## src/rtl/mp_add_pkg.sv

```systemverilog
// Shared types and constants for the multi-precision add/subtract sequencer.
package mp_add_pkg;

    localparam int WORD_W        = 32;
    localparam int DEF_MAX_WORDS = 8;

    typedef enum logic [1:0] {
        IDLE,
        RUN,
        DRAIN,
        DONE
    } state_t;

endpackage

```

## src/rtl/mp_add_word.sv

```systemverilog
// One WORD_W-bit carry-skip adder stage: 4-bit ripple blocks whose carry-in
// bypasses the block through a mux whenever every bit of the block propagates.
module mp_add_word
    import mp_add_pkg::*;
(
    input  logic [WORD_W-1:0] a,
    input  logic [WORD_W-1:0] b,
    input  logic              cin,
    output logic [WORD_W-1:0] sum,
    output logic              cout
);

    localparam int BLK_W = 4;
    localparam int N_BLK = WORD_W / BLK_W;

    // NOTE: combinational logic uses blocking '=' so each loop step sees the
    // carry produced by the previous one; every output gets a default first.
    always_comb begin
        logic c_skip;
        logic c_rip;
        logic prop;
        sum    = '0;
        c_skip = cin;
        for (int k = 0; k < N_BLK; k++) begin
            c_rip = c_skip;
            prop  = 1'b1;
            for (int j = 0; j < BLK_W; j++) begin
                sum[k*BLK_W+j] = a[k*BLK_W+j] ^ b[k*BLK_W+j] ^ c_rip;
                c_rip = (a[k*BLK_W+j] & b[k*BLK_W+j]) |
                        ((a[k*BLK_W+j] ^ b[k*BLK_W+j]) & c_rip);
                prop  = prop & (a[k*BLK_W+j] ^ b[k*BLK_W+j]);
            end
            c_skip = prop ? c_skip : c_rip;
        end
        cout = c_skip;
    end

endmodule

```

## src/rtl/mp_add_seq.sv

```systemverilog
// Multi-precision add/subtract sequencer: LSW-first operand stream through one
// shared word adder. Define MP_ADD_OVF_EN to build the signed-overflow flag.
module mp_add_seq
    import mp_add_pkg::*;
#(
    parameter int MAX_WORDS = DEF_MAX_WORDS,
    parameter int CNT_W     = $clog2(MAX_WORDS + 1)
) (
    input  logic              clk,
    input  logic              rst_n,
    input  logic              start,
    input  logic [CNT_W-1:0]  n_words,
    input  logic              sub,
    output logic              busy,
    output logic              cfg_err,
    input  logic              in_valid,
    output logic              in_ready,
    input  logic [WORD_W-1:0] in_a,
    input  logic [WORD_W-1:0] in_b,
    output logic              out_valid,
    input  logic              out_ready,
    output logic [WORD_W-1:0] out_sum,
    output logic              out_last,
    output logic              done,
    output logic              carry_out,
    output logic              ovf
);

    state_t            state;
    logic              sub_q;
    logic              carry;
    logic [CNT_W-1:0]  words_left;
    logic [WORD_W-1:0] b_eff;
    logic [WORD_W-1:0] sum_w;
    logic              cout_w;
    logic              xfer;

    assign b_eff    = sub_q ? ~in_b : in_b;
    assign in_ready = (state == RUN) && (words_left != '0) && (!out_valid || out_ready);
    assign xfer     = in_valid && in_ready;
    assign busy     = (state != IDLE);
    assign done     = (state == DONE);

    mp_add_word u_word (
        .a    (in_a),
        .b    (b_eff),
        .cin  (carry),
        .sum  (sum_w),
        .cout (cout_w)
    );

`ifdef MP_ADD_OVF_EN
    // Overflow is captured with the last word but only published with carry_out.
    logic ovf_pend;
    logic ovf_q;
    assign ovf = ovf_q;
`else
    assign ovf = 1'b0;
`endif

    // NOTE: sequential state uses non-blocking '<=' so every register samples
    // pre-edge values; the reset branch is synchronous, inside the clocked block.
    always_ff @(posedge clk) begin
        if (!rst_n) begin
            state      <= IDLE;
            sub_q      <= 1'b0;
            carry      <= 1'b0;
            words_left <= '0;
            cfg_err    <= 1'b0;
            out_valid  <= 1'b0;
            out_sum    <= '0;
            out_last   <= 1'b0;
            carry_out  <= 1'b0;
`ifdef MP_ADD_OVF_EN
            ovf_pend   <= 1'b0;
            ovf_q      <= 1'b0;
`endif
        end else begin
            cfg_err <= 1'b0;
            case (state)
                IDLE: begin
                    if (start) begin
                        if (n_words == '0 || n_words > CNT_W'(MAX_WORDS)) begin
                            cfg_err <= 1'b1;
                        end else begin
                            sub_q      <= sub;
                            words_left <= n_words;
                            carry      <= sub;
                            carry_out  <= 1'b0;
`ifdef MP_ADD_OVF_EN
                            ovf_pend   <= 1'b0;
                            ovf_q      <= 1'b0;
`endif
                            state      <= RUN;
                        end
                    end
                end
                RUN: begin
                    if (xfer) begin
                        out_sum    <= sum_w;
                        out_last   <= (words_left == CNT_W'(1));
                        out_valid  <= 1'b1;
                        carry      <= cout_w;
                        words_left <= words_left - CNT_W'(1);
                        if (words_left == CNT_W'(1)) begin
                            state <= DRAIN;
`ifdef MP_ADD_OVF_EN
                            ovf_pend <= (in_a[WORD_W-1] == b_eff[WORD_W-1]) &&
                                        (sum_w[WORD_W-1] != in_a[WORD_W-1]);
`endif
                        end
                    end else if (out_valid && out_ready) begin
                        out_valid <= 1'b0;
                    end
                end
                DRAIN: begin
                    if (out_valid && out_ready && out_last) begin
                        out_valid <= 1'b0;
                        carry_out <= carry;
`ifdef MP_ADD_OVF_EN
                        ovf_q     <= ovf_pend;
`endif
                        state     <= DONE;
                    end
                end
                DONE: begin
                    state <= IDLE;
                end
                default: begin
                    state <= IDLE;
                end
            endcase
        end
    end

endmodule

```

## config.mk

```make
export PLATFORM = sky130hd
export DESIGN_NAME = mp_add_seq
export DESIGN_NICKNAME = d
export VERILOG_FILES = /design/src/rtl/mp_add_pkg.sv /design/src/rtl/mp_add_word.sv /design/src/rtl/mp_add_seq.sv
export SDC_FILE = /design/constraint.sdc
export NUM_CORES = 1
export LEC_CHECK = 0
export ABC_AREA = 1
export BUFFER_PORTS_ARGS = -buffer_cell sky130_fd_sc_hd__buf_2
export CAP_MARGIN = 20
export CORE_UTILIZATION = 45
export CTS_CLUSTER_DIAMETER = 150
export CTS_CLUSTER_SIZE = 30
export DETAILED_ROUTE_END_ITERATION = 6
export PLACE_DENSITY = 0.82
export SLEW_MARGIN = 15
export SYNTH_ARGS = -nofsm -noshare
export SYNTH_HDL_FRONTEND = slang
export SYNTH_SLANG_ARGS = --single-unit
```

## constraint.sdc

```tcl
create_clock -name clk -period 25.3 [get_ports clk]
set_input_delay 5.06 -clock clk [delete_from_list [all_inputs] [get_ports clk]]
set_output_delay 5.06 -clock clk [all_outputs]
set_load 0.02 [all_outputs]
```

**Yosys cells after proc, flatten, opt, wreduce, memory -nomap -nowiden**

Index checks and enable logic that the tools add are counted.

- Input bits: 74
- Flip-flop bits (word level): 44
- Output and inout bits: 40
- Word-level logic and storage cells: 261

- Muxes and demuxes: 32
- Equality and inequality tests: 10
- $add $sub $neg: 1
- Bitwise logic cells: 186
- Reduce and logical (&&, ||, !) cells: 22
- Order comparisons: 1

Operators with widths:

| kind | number |
|---|---|
| $and 1x1->1 | 88 |
| $xor 1x1->1 | 64 |
| $mux 32 | 1 |
| $not 32->32 | 1 |
| $or 1x1->1 | 32 |
| $mux 1 | 18 |
| $mux 4 | 3 |
| $mux 2 | 5 |
| $reduce_and 3->1 | 3 |
| $ne 2x2->1 const B | 4 |
| $pmux 2 s4 | 1 |
| $pmux 4 s2 | 1 |
| $reduce_and 4->1 | 2 |
| $reduce_bool 2->1 | 4 |
| $pmux 1 s2 | 3 |
| $logic_and 1x1->1 | 5 |
| $reduce_and 5->1 | 1 |
| $eq 2x2->1 const B | 2 |
| $eq 4x1->1 const B | 1 |
| $gt 4x4->1 const B | 1 |
| $logic_not 4->1 | 1 |
| $reduce_bool 4->1 | 1 |
| $sub 4x1->4 const B | 1 |
| $ne 3x2->1 const B | 1 |
| other kinds (7) | 8 |

**Depth between registers and ports, before layout**

- Word-level depth: 77
- Mapped depth: 56
- Depth with buffers taken out: 54

**Modules after synthesis**

From an unflattened synthesis, not the netlist that was laid out.

- Cell total of the unflattened synthesis: 424
- Area, all modules: 3,961.3 um2

By module, submodules not included:

| module | area each (um2) | times used | seq. area each (um2) | cells an instance |
|---|---|---|---|---|
| mp_add_seq | 2,635.0 | 1 | 880.8 | 307 |
| mp_add_word | 1,326.3 | 1 | 0.0 | 117 |

**Worst setup path before layout**

Ideal clock, no wire load.

- Path kind: input-to-reg
- Start point: in in_b[0]
- End point: reg out_sum[31]
- Library setup time: 121 ps
- Path buffers: 0
- Stages on the path: 52
- Data required time: 25,179 ps
- Setup slack: 5,727 ps
- Data arrival time: 19,452 ps
- Cells stage by stage: xor2_1 > fa_1 > inv_1 > fa_1 > fa_1 > fa_1 > o21bai_1 > and2_1 > fa_1 > fa_1 > fa_1 > fa_1 > o21ai_0 > and2_1 > inv_1 > fa_1 > fa_1 > fa_1 > [... 16 more ...] > fa_1 > fa_1 > fa_1 > nand2_1 > nand2_1 > fa_1 > fa_1 > fa_1 > fa_1 > or2_2 > and2_1 > fa_1 > fa_1 > fa_1 > inv_1 > fa_1 > nand2_1 > a21oi_1

- Longest elaborated chain between the ends: 73
- Elaborated cells between the ends (all ways): 77
- Those cells by class: mux (8); bitwise (69)

Ends and longest elaborated chain:

| what | RTL line | text |
|---|---|---|
| start, declared | mp_add_seq.sv:19 | `input logic [WORD_W-1:0] in_b,` |
| $not 32->32 | mp_add_seq.sv:38 | `assign b_eff = sub_q ? ~in_b : in_b;` |
| $mux 32 * | mp_add_seq.sv:38 |  |
| $xor 1x1->1 | mp_add_word.sv:30, mp_add_word.sv:31 |  |
| $and 1x1->1 | mp_add_word.sv:30 | `((a[k*BLK_W+j] ^ b[k*BLK_W+j]) & c_rip);` |
| $or 1x1->1 | mp_add_word.sv:29 | `c_rip = (a[k*BLK_W+j] & b[k*BLK_W+j]) \|` |
| $and 1x1->1 | mp_add_word.sv:30 |  |
| $or 1x1->1 | mp_add_word.sv:29 |  |
| $and 1x1->1 | mp_add_word.sv:30 |  |
| [... 58 more ...] | -- |  |
| $and 1x1->1 * | mp_add_word.sv:30 |  |
| $or 1x1->1 * | mp_add_word.sv:29 |  |
| $and 1x1->1 * | mp_add_word.sv:30 |  |
| $or 1x1->1 * | mp_add_word.sv:29 |  |
| $and 1x1->1 * | mp_add_word.sv:30 |  |
| $or 1x1->1 * | mp_add_word.sv:29 |  |
| $xor 1x1->1 * | mp_add_word.sv:28 | `sum[k*BLK_W+j] = a[k*BLK_W+j] ^ b[k*BLK_W+j] ^ c_rip;` |
| named net sum_w[31] | mp_add_seq.sv:34 | `logic [WORD_W-1:0] sum_w;` |
| end signal, assigned | mp_add_seq.sv:100 | `out_sum <= sum_w;` |
| end, declared | mp_add_seq.sv:22 | `output logic [WORD_W-1:0] out_sum,` |

The timed path passes the listed nets; every way through them passes the cells marked *.
A chain may end at the register's enable or synchronous reset.

**Final worst setup path**

Same ends and word-level chain as after synthesis.

==> parameters.txt <==
Parameter                              Value

Outcome
  Result of the run ... completed

Synth
  Synthesized netlist net count ... 550
  Synthesized-area fraction occupied by xor and xnor cells ... 0.0881
  Sequential cell area fraction in the yosys report ... 0.253
  Post-Synthesis Cell Area ... 3480 µm²
  Compound-gate portion of the synthesized area ... 0.141
  Fraction of the mapped netlist area in simple logic gates ... 0.0906
  Synth cell types ... 28
  Multiplexer share of the synthesized area ... 0
  Number of synthesis warnings ... 0
  Number of standard cells after synthesis ... 406
  Post-synthesis share of cell area spent on full adders, half adders and majority gates ... 0.321
  Synthesized area divided by synthesized cell count ... 8.57 µm²
  Count of state elements after synthesis ... 44
  Dominant combinational cell family by area after synthesis ... adder cells

Critical path
  Biggest cell delay along the critical path ... 0.42 ns
  Max Fanout on Critical Path ... 2
  Kind of cell adding the most delay to the critical path ... adder cells
  Endpoint type of the worst setup path ... register
  CP max stage cell ... sky130_fd_sc_hd__fa_1
  Most Frequent Cell on Critical Path ... sky130_fd_sc_hd__fa_1
  CP Buf/Inv Count ... 4
  Critical Path Start Type ... primary input
  WP data arrival ... 20.25 ns
  Endpoint required time on the critical path ... 25.48 ns
  Worst Setup Path Type ... primary input to register

Route
  First DRT Iteration DRCs ... 106
  Iteration count of the initial detailed-routing pass ... 4
  DRC violations left ... 0
  Drt wl/cell ... 12.6 µm
  Post-DRT Antenna Nets ... 0
  Routed wire length ... 7690 µm
  Via total after detailed routing ... 2923
  DR vias/cell ... 4.78

STA
  Worst-case clock skew ... 0.00453 ns
  Setup repair after global routing missed its margin ... no
  Setup violations, final ... 0
  Hold violation count in the final report ... 0
  Worst slew margin ... 0.537
  Setup TNS ... 0 ns
  Part of the cycle the worst path needs ... 0.793
  Max-slew violation count ... 0
  Time the final worst path needs with I/O delays and setup ... 20.07 ns
  Worst Max-Slew Pin Slew ... 0.694 ns
  Achievable Freq ... 49.8 MHz

CTS
  Total CTS buffers ... 5
  Post-CTS Repair Setup Buffers ... 0
  Worst-skew pair later-pin latency ... 0.29 ns
  Root buffer selected by CTS ... sky130_fd_sc_hd__clkbuf_8
  Post-cts gate resize count ... 0
  Worst-path clk slew ... 0.08 ns
  Number of H-tree branching levels ... 2
  Hold buffers post-CTS ... 0
  CTS tree ... yes
  Max Buffers Root-to-Sink ... 2
  Clock Sinks ... 44

Min path
  Type of the tightest min-delay check ... register to register

Final layout
  Count of antenna diodes in the layout ... 0
  Number of nets in the final layout ... 655
  Area growth syn-to-layout ... 20.5%
  Proportion of layout cells with a drive suffix above 1 ... 0.252
  Final cell area excluding filler cells ... 4190 µm²

Power
  LEAKAGE ... 2.19 nW
  Peak supply drop ... 0.0000277 V
  Pwr/cell area ... 72.9 nW/µm²

Placement
  Routability congestion estimate from global placement ... 0.819
  HPWL after detailed placement ... 6130 µm
  Placed cell area ... 4100 µm²
  Number of buffers inserted by port buffering ... 112

Global routing
  Initial antenna violation count ... 0
  GR Overflow Total ... 0
  Vias in the first global route ... 2876
  Pin count of the biggest net entering global routing ... 65
  Wire length of the first global-routing pass ... 12900 µm
  All-layer global routing usage ... 0.194

Floorplan
  Core Box Area ... 7370 µm²
  Horizontal die dimension ... 89.9 µm
  Std cell rows ... 31
  Chip Height ... 89.9 µm
  Die outline area ... 8090 µm²
  Count of pins on the block boundary ... 114
  Initial standard-cell utilization of the core ... 0.472

Job
  Max-Cap Viols ... 0
[worst reg2reg max path: cells and delay by family (launching register included)]
family | cells | cell delay, ns
AO/OA/AOI/OAI | 3 | 0.36
XOR/XNOR | 1 | 0.25
adder cells (fa/ha/maj) | 31 | 12.02
buffers and inverters | 3 | 0.60
flip-flops | 1 | 0.34
AND/OR/NAND/NOR | 13 | 2.17
[flip-flops by register name, indices dropped and copies added, names as in the netlist]
signal and count:
words_left 4, sub_q 1, out_sum 32, carry 1, state 2, cfg_err 1, carry_out 1, out_valid 1
out_last 1
[through the flow]
step	worst slack, ns	utilization	cells	power [W]	hold slack, ns
after floorplan	5.73	-	406	0.000215	0.486
after global placement	5.27	0.557	603	0.000253	0.449
after detailed placement	4.90	0.557	603	0.000262	0.457
after CTS	5.22	0.569	611	0.000308	0.469
after global routing	4.64	0.569	611	0.000337	0.483
final	5.23	0.569	611	0.000306	0.473
[layer usage]
| metal | global-route usage | wire (µm) |
|---|---|---|
| met1 | 0.245 | 3310 |
| met4 | 0.0484 | 82 |
| met2 | 0.350 | 3880 |
| met5 | 0 | 0 |
| met3 | 0.0254 | 414 |
[final timing paths]
path | depth (start not counted) | endpoint | startpoint | slack [ns]
hold reg to reg | 2 | out_sum[0]$_SDFFE_PN0P_ | out_sum[0]$_SDFFE_PN0P_ | 0.47
setup reg to reg | 51 | out_sum[31]$_SDFFE_PN0P_ | sub_q$_SDFFE_PN0P_ | 9.43
setup / recovery | 53 | out_sum[31]$_SDFFE_PN0P_ | in_b[0] | 5.23
hold / removal | 2 | out_sum[0]$_SDFFE_PN0P_ | out_sum[0]$_SDFFE_PN0P_ | 0.47
[synth_stat cells]
cell type / n / area [µm²]
sky130_fd_sc_hd__xor2_1: 4 / 35.0
sky130_fd_sc_hd__inv_2: 1 / 3.75
sky130_fd_sc_hd__nand3_1: 13 / 65.1
sky130_fd_sc_hd__and2_1: 5 / 31.3
sky130_fd_sc_hd__nor3_1: 3 / 15.0
sky130_fd_sc_hd__a21oi_1: 43 / 215
sky130_fd_sc_hd__nor2_1: 14 / 52.6
sky130_fd_sc_hd__a211oi_1: 2 / 15.0
sky130_fd_sc_hd__clkinv_2: 1 / 5.00
sky130_fd_sc_hd__conb_1: 1 / 3.75
sky130_fd_sc_hd__a211oi_2: 2 / 25.0
sky130_fd_sc_hd__xnor2_1: 31 / 272
sky130_fd_sc_hd__dfxtp_1: 44 / 881
sky130_fd_sc_hd__ha_1: 38 / 475
sky130_fd_sc_hd__buf_2: 7 / 35.0
sky130_fd_sc_hd__o211ai_1: 1 / 7.51
sky130_fd_sc_hd__or2_2: 3 / 18.8
sky130_fd_sc_hd__o21bai_1: 1 / 7.51
sky130_fd_sc_hd__o21ai_2: 1 / 8.76
sky130_fd_sc_hd__fa_1: 32 / 641
sky130_fd_sc_hd__nand2_2: 1 / 6.26
sky130_fd_sc_hd__nand4_1: 4 / 25.0
sky130_fd_sc_hd__inv_1: 77 / 289
sky130_fd_sc_hd__o21ai_0: 41 / 205
sky130_fd_sc_hd__clkbuf_1: 7 / 26.3
sky130_fd_sc_hd__a31oi_1: 1 / 6.26
sky130_fd_sc_hd__nand2_1: 27 / 101
sky130_fd_sc_hd__buf_4: 1 / 7.51
[power by group]
part	internal (W)	switching, W	total [W]
clock network	0.0000223	0.0000234	0.0000457
registers	0.0000838	0.00000942	0.0000932
logic	0.0000653	0.000101	0.000167
[logic make-up (layout without fill, tap and decap cells)]
logic type      count (synthesis)  in the layout
buf+inv                        94            200
compound gates                 92             92
fa+ha+maj                      70             70
simple gates                   70             70
flops                          44             44
xor+xnor                       35             35
other cells                     1              1
[cell usage in the layout (no fill, tap or decap), types with 2 or more instances in the layout]
master and count:
sky130_fd_sc_hd__o21ai_0 41, sky130_fd_sc_hd__a21oi_1 43, sky130_fd_sc_hd__ha_1 38, sky130_fd_sc_hd__buf_2 112
sky130_fd_sc_hd__fa_1 32, sky130_fd_sc_hd__a211oi_1 2, sky130_fd_sc_hd__nand4_1 4, sky130_fd_sc_hd__a211oi_2 2
sky130_fd_sc_hd__xnor2_1 31, sky130_fd_sc_hd__nor3_1 3, sky130_fd_sc_hd__nand3_1 13, sky130_fd_sc_hd__clkbuf_8 6
sky130_fd_sc_hd__dfxtp_1 43, sky130_fd_sc_hd__nor2_1 14, sky130_fd_sc_hd__or2_2 3, sky130_fd_sc_hd__nand2_1 27
sky130_fd_sc_hd__clkbuf_1 2, sky130_fd_sc_hd__inv_1 77, sky130_fd_sc_hd__xor2_1 4, sky130_fd_sc_hd__and2_1 5
[cell type report]
cell class	instances	area [µm²]
clock buffers	8	90.1
fillers	694	3180
well taps	99	124
inverters	79	298
multi-input cells	268	2230
flip-flops and latches	44	882
repair buffers	113	568
Note: power is estimated with default switching activity, not from simulation.
